<file path="config.mk">
export PLATFORM = sky130hd
export DESIGN_NAME = ps2_key_sequencer
export DESIGN_NICKNAME = d
export VERILOG_FILES = /design/src/rtl/ps2_pkg.sv /design/src/rtl/ps2_mod_tracker.sv /design/src/rtl/ps2_key_sequencer.sv
export SDC_FILE = /design/constraint.sdc
export NUM_CORES = 1
export LEC_CHECK = 0
export BUFFER_PORTS_ARGS = -buffer_cell sky130_fd_sc_hd__buf_2
export CAP_MARGIN = 30
export CORE_UTILIZATION = 57
export CTS_CLUSTER_DIAMETER = 100
export DETAILED_ROUTE_END_ITERATION = 8
export PLACE_DENSITY = 0.78
export SLEW_MARGIN = 0
export SYNTH_ARGS = -nofsm -noshare
export SYNTH_HDL_FRONTEND = slang
export SYNTH_SLANG_ARGS = --single-unit
</file>
<file path="constraint.sdc">
create_clock -name clk -period 2.7 [get_ports clk]
set_input_delay 0.135 -clock clk [delete_from_list [all_inputs] [get_ports clk]]
set_output_delay 0.135 -clock clk [all_outputs]
set_load 0.02 [all_outputs]
</file>
<file path="src/rtl/ps2_pkg.sv">
// ============================================================================
// Module      : ps2_pkg
// Description : Shared types and scan-code constants for the PS/2 key
//               sequencer and its modifier tracker.
// Revision    : 1.0 - initial release
// ============================================================================
`default_nettype none

package ps2_pkg;

    typedef enum logic [1:0] {
        ST_WAIT   = 2'd0,
        ST_POP    = 2'd1,
        ST_GAP    = 2'd2,
        ST_DECODE = 2'd3
    } state_e;

    localparam logic [7:0] SC_EXT    = 8'hE0;
    localparam logic [7:0] SC_BRK    = 8'hF0;
    localparam logic [7:0] SC_LSHIFT = 8'h12;
    localparam logic [7:0] SC_RSHIFT = 8'h59;
    localparam logic [7:0] SC_CTRL   = 8'h14;
    localparam logic [7:0] SC_CAPS   = 8'h58;

    // Keyboard status/acknowledge bytes that carry no key information.
    localparam int N_IGNORE = 4;
    localparam logic [N_IGNORE-1:0][7:0] IGNORE_LIST = {8'hAA, 8'hFA, 8'hEE, 8'hFE};

    function automatic logic is_ignored(input logic [7:0] b);
        logic hit;
        hit = 1'b0;
        for (int i = 0; i < N_IGNORE; i++) begin
            if (b == IGNORE_LIST[i]) hit = 1'b1;
        end
        return hit;
    endfunction

endpackage

`default_nettype wire

</file>
<file path="src/rtl/ps2_mod_tracker.sv">
// ============================================================================
// Module      : ps2_mod_tracker
// Description : Held-key / typematic-repeat detection, modifier flags, caps
//               toggle and fresh-press counter. Macro: TYPEMATIC_FILTER_EN.
// Revision    : 1.0 - initial release
// ============================================================================
`default_nettype none

module ps2_mod_tracker
    import ps2_pkg::*;
#(
    parameter int COUNT_W = 8
) (
    input  logic               clk,
    input  logic               clrn,
    input  logic               ev_valid_i,
    input  logic [7:0]         ev_code_i,
    input  logic               ev_ext_i,
    input  logic               ev_make_i,
    output logic               repeat_o,
    output logic               shift_on_o,
    output logic               ctrl_on_o,
    output logic               caps_on_o,
    output logic [COUNT_W-1:0] key_count_o
);

    logic [7:0]         held_code_q, held_code_d;
    logic               held_ext_q,  held_ext_d;
    logic               held_v_q,    held_v_d;
    logic               lshift_q,    lshift_d;
    logic               rshift_q,    rshift_d;
    logic               ctrl_n_q,    ctrl_n_d;
    logic               ctrl_e_q,    ctrl_e_d;
    logic               caps_q,      caps_d;
    logic [COUNT_W-1:0] count_q,     count_d;

    logic w_match;
    logic w_repeat;
    logic w_fresh;
    logic w_mod_upd;

    assign w_match  = held_v_q && (held_code_q == ev_code_i) && (held_ext_q == ev_ext_i);
    assign w_repeat = ev_valid_i && ev_make_i && w_match;
    assign w_fresh  = ev_valid_i && ev_make_i && !w_match;

`ifdef TYPEMATIC_FILTER_EN
    assign w_mod_upd = ev_valid_i && !w_repeat;
`else
    assign w_mod_upd = ev_valid_i;
`endif

    always_comb begin
        held_code_d = held_code_q;
        held_ext_d  = held_ext_q;
        held_v_d    = held_v_q;
        lshift_d    = lshift_q;
        rshift_d    = rshift_q;
        ctrl_n_d    = ctrl_n_q;
        ctrl_e_d    = ctrl_e_q;
        caps_d      = caps_q;
        count_d     = count_q;

        // A break of some other key leaves the held register alone.
        if (w_fresh) begin
            held_code_d = ev_code_i;
            held_ext_d  = ev_ext_i;
            held_v_d    = 1'b1;
            count_d     = count_q + {{(COUNT_W-1){1'b0}}, 1'b1};
        end else if (ev_valid_i && !ev_make_i && w_match) begin
            held_v_d    = 1'b0;
        end

        if (w_mod_upd) begin
            if (ev_code_i == SC_LSHIFT) lshift_d = ev_make_i;
            if (ev_code_i == SC_RSHIFT) rshift_d = ev_make_i;
            if (ev_code_i == SC_CTRL) begin
                if (ev_ext_i) ctrl_e_d = ev_make_i;
                else          ctrl_n_d = ev_make_i;
            end
        end

        if (w_fresh && (ev_code_i == SC_CAPS)) caps_d = ~caps_q;
    end

    always_ff @(posedge clk) begin
        if (!clrn) begin
            held_code_q <= 8'h00;
            held_ext_q  <= 1'b0;
            held_v_q    <= 1'b0;
            lshift_q    <= 1'b0;
            rshift_q    <= 1'b0;
            ctrl_n_q    <= 1'b0;
            ctrl_e_q    <= 1'b0;
            caps_q      <= 1'b0;
            count_q     <= '0;
        end else begin
            held_code_q <= held_code_d;
            held_ext_q  <= held_ext_d;
            held_v_q    <= held_v_d;
            lshift_q    <= lshift_d;
            rshift_q    <= rshift_d;
            ctrl_n_q    <= ctrl_n_d;
            ctrl_e_q    <= ctrl_e_d;
            caps_q      <= caps_d;
            count_q     <= count_d;
        end
    end

    assign repeat_o    = w_repeat;
    assign shift_on_o  = lshift_q | rshift_q;
    assign ctrl_on_o   = ctrl_n_q | ctrl_e_q;
    assign caps_on_o   = caps_q;
    assign key_count_o = count_q;

endmodule

`default_nettype wire

</file>
<file path="src/rtl/ps2_key_sequencer.sv">
// ============================================================================
// Module      : ps2_key_sequencer
// Description : Pops the PS/2 receiver FIFO and turns E0/F0 prefix sequences
//               into single key events. Macro: TYPEMATIC_FILTER_EN.
// Revision    : 1.0 - initial release
// ============================================================================
`default_nettype none

module ps2_key_sequencer
    import ps2_pkg::*;
#(
    parameter int COUNT_W        = 8,
    parameter int PREFIX_TIMEOUT = 50000
) (
    input  logic               clk,
    input  logic               clrn,
    input  logic [7:0]         kb_data,
    input  logic               kb_ready,
    input  logic               kb_overflow,
    output logic               kb_nextdata_n,
    output logic               key_valid,
    output logic [7:0]         key_code,
    output logic               key_ext,
    output logic               key_make,
    output logic               key_repeat,
    output logic               shift_on,
    output logic               ctrl_on,
    output logic               caps_on,
    output logic [COUNT_W-1:0] key_count,
    output logic               err_timeout,
    output logic               err_overflow
);

    localparam int              TO_W      = $clog2(PREFIX_TIMEOUT + 1);
    localparam logic [TO_W-1:0] c_TO_LAST = TO_W'(PREFIX_TIMEOUT - 1);

    state_e          state_q,  state_d;
    logic [7:0]      byte_q,   byte_d;
    logic            ext_q,    ext_d;
    logic            brk_q,    brk_d;
    logic [TO_W-1:0] to_cnt_q, to_cnt_d;
    logic            ovf_q;

    logic w_pending;
    logic w_timeout;
    logic w_final;
    logic w_repeat;
    logic w_emit;

    assign w_pending = ext_q | brk_q;
    assign w_timeout = (state_q == ST_WAIT) && w_pending && (to_cnt_q == c_TO_LAST);
    assign w_final   = (state_q == ST_DECODE) && (byte_q != SC_EXT) && (byte_q != SC_BRK)
                       && !is_ignored(byte_q);

    always_comb begin
        state_d  = state_q;
        byte_d   = byte_q;
        ext_d    = ext_q;
        brk_d    = brk_q;
        to_cnt_d = to_cnt_q;

        case (state_q)
            ST_WAIT: begin
                // An abandoned prefix is dropped first, so a byte arriving in
                // the same cycle is popped afterwards with clean flags.
                if (w_timeout) begin
                    ext_d    = 1'b0;
                    brk_d    = 1'b0;
                    to_cnt_d = '0;
                end else if (w_pending) begin
                    to_cnt_d = to_cnt_q + {{(TO_W-1){1'b0}}, 1'b1};
                end
                if (kb_ready) state_d = ST_POP;
            end
            ST_POP: begin
                byte_d   = kb_data;
                to_cnt_d = '0;
                state_d  = ST_GAP;
            end
            ST_GAP: begin
                state_d = ST_DECODE;
            end
            ST_DECODE: begin
                if (byte_q == SC_EXT) begin
                    ext_d = 1'b1;
                end else if (byte_q == SC_BRK) begin
                    brk_d = 1'b1;
                end else if (w_final) begin
                    ext_d = 1'b0;
                    brk_d = 1'b0;
                end
                state_d = ST_WAIT;
            end
            default: begin
                state_d = ST_WAIT;
            end
        endcase
    end

    always_ff @(posedge clk) begin
        if (!clrn) begin
            state_q  <= ST_WAIT;
            byte_q   <= 8'h00;
            ext_q    <= 1'b0;
            brk_q    <= 1'b0;
            to_cnt_q <= '0;
            ovf_q    <= 1'b0;
        end else begin
            state_q  <= state_d;
            byte_q   <= byte_d;
            ext_q    <= ext_d;
            brk_q    <= brk_d;
            to_cnt_q <= to_cnt_d;
            ovf_q    <= kb_overflow;
        end
    end

    ps2_mod_tracker #(
        .COUNT_W (COUNT_W)
    ) u_mod_tracker (
        .clk         (clk),
        .clrn        (clrn),
        .ev_valid_i  (w_final),
        .ev_code_i   (byte_q),
        .ev_ext_i    (ext_q),
        .ev_make_i   (~brk_q),
        .repeat_o    (w_repeat),
        .shift_on_o  (shift_on),
        .ctrl_on_o   (ctrl_on),
        .caps_on_o   (caps_on),
        .key_count_o (key_count)
    );

`ifdef TYPEMATIC_FILTER_EN
    assign w_emit = clrn && w_final && !w_repeat;
`else
    assign w_emit = clrn && w_final;
`endif

    // Combinational strobes are masked while clrn is low so that nothing
    // escapes during the reset cycle.
    assign kb_nextdata_n = ~((state_q == ST_POP) && clrn);
    assign key_valid     = w_emit;
    assign key_code      = w_emit ? byte_q : 8'h00;
    assign key_ext       = w_emit & ext_q;
    assign key_make      = w_emit & ~brk_q;
    assign key_repeat    = w_emit & w_repeat;
    assign err_timeout   = clrn & w_timeout;
    assign err_overflow  = ovf_q;

endmodule

`default_nettype wire
</file>
==> run metrics <==
Critical Path RT=2.95 ns; Die Wd=71.8 um; Antenna diodes=0; total global routing overflow=0; Tightest Pin Transition=0.795 ns; synthesized net count=336; Tightest Hold Check Type=in2reg; highest clock rate=0.422 GHz; Max Cap Viol=0; worst setup path startpoint=state_q[0]; share of cells above drive strength 1=20.1%; clock root cell=clkbuf_8; Vias/cell=5.98; CTS H-tree depth=2; Synth Register Bits=52; Critical Path AT=2.62 ns; status=complete, no violations; RSZ-0062 raised after global routing=false; routed length per instance=15.1 um; VDD IR max=0.362 mV; period utilisation layout=87.8%; count of final max-slew check failures=0; HP Start=kb_overflow; DRC Markers=0; Pleak=0.00119 uW; CTS Sinks=52; CP max-delay cell=or4b_4; chip height=71.8 um; Mean Syn Cell Area=8.74 um2; Starting Density=59.2%; setup_tns=0 ns; Syn Std Cell Area=2780 um2; pwr dens=667 nW/um2; # fillers=391; worst skew pair latency=0.31 ns; crit-path cells=inv_1, ha_1, and2b_1, nor2_4, or4_4, or4b_4, a21oi_2; final WL=6160 um; number of global-route vias before repair=2352; Post-Synthesis Cells=318; core area=4690 um2; P&R area growth vs syn=12.8%; largest net degree at the start of global routing=33; final hold violations=0; CP peak stage delay=0.54 ns; CTS Buffer Depth=2; Detailed Route Iter0 Violations=102; YS warnings=0; post-layout util=66.8%; CP startpoint kind=flip-flop; Vias=2434; IO Pins=38; DP HPWL=4370 um; slew margin rel.=45.6%; Hold Buf Count CTS=0; final net count=370; DRT Pass-1 Iters=4; Setup Fix Bufs, Post-CTS=0; R2R Path Start=state_q[0]; endpoints failing setup=0; FF-to-FF setup slack=0.33 ns; DIE AREA=5160 um2; Post-synth EDFFs=0; post-cts resize count=0; part of the Yosys area used for sequential elements=37.5%; FP Rows=25; RePlAce Congestion=0.857; cts bufs inserted=5; dominant synthesized flop cell=dfxtp_1; Yosys cell types=66; clk slew on worst S/H paths=0.10 ns; min cycle time layout=2.37 ns; Crit Path Max Fanout=9; GR Util All Layers=25.1%; worst setup path class=reg2reg; Routed Antenna Nets=0; CTS tree=done; Post-synth ARST share=0%; initial antenna violation count=0; global-route wire length before repair=10300 um; Setup Skew=0.0113 ns; port bufs=37; Critical Path Sink Type=flip-flop
-- routing by layer --
metal	wire length (um)	track usage [%]	part of all wire (%)
met5	0	0	0
met4	87	8.50	1.4
met3	245	5.06	4.0
met2	3040	45.0	49
met1	2780	29.9	45
-- logic make-up (layout without fill, tap and decap cells) --
| kind of cell | count (synthesis) | after routing | synth area share [%] |
|---|---|---|---|
| and+or+nand+nor | 144 | 144 | 29.3 |
| DFF | 52 | 52 | 37.5 |
| AOI/OAI and AO/OA | 53 | 53 | 14.1 |
| buffers and inverters | 26 | 61 | 3.87 |
| adders and majority gates | 6 | 6 | 2.70 |
| muxes | 20 | 20 | 7.20 |
| xor gates and xnor gates | 17 | 17 | 5.36 |
-- synthesized netlist by cell type, drive strengths merged (2+ instances only) --
master / n / area share, %
a21oi: 11 / 2.1
a31oi: 4 / 0.90
a41oi: 2 / 0.63
and2: 10 / 2.3
and3: 3 / 0.90
and4: 3 / 0.95
buf: 10 / 1.7
clkbuf: 6 / 0.81
dfxtp: 52 / 37
ha: 6 / 2.7
inv: 10 / 1.4
mux2i: 20 / 7.2
nand2: 28 / 3.9
nand2b: 8 / 1.8
nand3: 12 / 2.2
nand3b: 3 / 0.81
nand4: 5 / 1.1
nor2: 35 / 5.1
nor3: 5 / 0.90
nor3b: 6 / 1.6
nor4: 3 / 0.90
o2111ai: 2 / 0.63
o211ai: 3 / 0.81
o21ai: 6 / 1.2
o311ai: 2 / 0.90
o31ai: 11 / 3.0
or2: 4 / 0.90
or4: 8 / 2.3
or4b: 2 / 0.86
xnor2: 13 / 4.1
xor2: 4 / 1.3
-- registers in the layout (all words and copies together), names as in the netlist --
| signal | cells |
|---|---|
| to_cnt_q | 16 |
| byte_q | 8 |
| u_mod_tracker.held_code_q | 8 |
| u_mod_tracker.key_count_o | 8 |
| state_q | 2 |
| brk_q | 1 |
| err_overflow | 1 |
| ext_q | 1 |
| u_mod_tracker.caps_on_o | 1 |
| u_mod_tracker.ctrl_e_q | 1 |
| u_mod_tracker.ctrl_n_q | 1 |
| u_mod_tracker.held_ext_q | 1 |
| u_mod_tracker.held_v_q | 1 |
| u_mod_tracker.lshift_q | 1 |
| u_mod_tracker.rshift_q | 1 |
-- cell type report --
cell class,instances,area (um2),area share [%]
repair buffers,43,230,7.34
inverters,10,37.5,1.20
flip-flops and latches,52,1040,33.2
multi-input cells,240,1640,52.2
clock buffers,6,82.6,2.63
clock inverters,2,38.8,1.24
well taps,54,67.6,2.15
-- where the power goes --
part | switching (uW) | internal (uW)
clock network | 260 | 303
logic | 341 | 241
registers | 113 | 833
-- worst max-delay path, delay by kind of cell, from the launching register on --
family / cells / cell delay (ns)
flip-flops: 1 / 0.39
AO/OA/AOI/OAI: 1 / 0.14
buffers and inverters: 1 / 0.08
adder cells (fa/ha/maj): 1 / 0.30
AND/OR/NAND/NOR: 4 / 1.41
-- worst paths after layout --
check,end,depth (start not counted)
max,to_cnt_q[9],7
min,err_overflow,2
max reg2reg,to_cnt_q[9],7
min reg2reg,u_mod_tracker.held_ext_q,2
-- layout by cell type (no fill, tap or decap), types with 2 or more instances in the layout --
| cell type | count |
|---|---|
| or4_1 | 7 |
| nand2_1 | 27 |
| o21ai_0 | 4 |
| nor3_1 | 5 |
| a31oi_1 | 4 |
| a41oi_1 | 2 |
| nand3b_1 | 3 |
| o31ai_1 | 11 |
| nand4_1 | 5 |
| nor3b_1 | 6 |
| clkbuf_8 | 6 |
| a21oi_1 | 10 |
| nand3_1 | 12 |
| inv_1 | 10 |
| dfxtp_1 | 52 |
| xor2_1 | 4 |
| and4_1 | 3 |
| and2_1 | 9 |
| o2111ai_1 | 2 |
| ha_1 | 6 |
| o211ai_1 | 3 |
| mux2i_1 | 20 |
| nand2b_1 | 8 |
| xnor2_1 | 13 |
| nor2_1 | 33 |
| buf_2 | 37 |
| nor4_1 | 2 |
| buf_4 | 6 |
| or2_2 | 4 |
-- per-stage QoR --
stage / std cells / instance area, um2 / setup WS, ns / hold slack (ns) / power [uW]
6_report: 407 / 3140 / 0.330 / 0.0231 / 2090
2_1_floorplan: 318 / 2780 / 0.501 / 0.262 / 1380
3_3_place_gp: 399 / 3010 / 0.442 / 0.344 / 1520
5_1_grt: 407 / 3140 / 0.0435 / 0.0253 / 2200
4_1_cts: 407 / 3140 / 0.336 / 0.0251 / 2100
3_5_place_dp: 399 / 3010 / 0.345 / 0.351 / 1540
No activity file was read; power rests on OpenSTA's default activity.
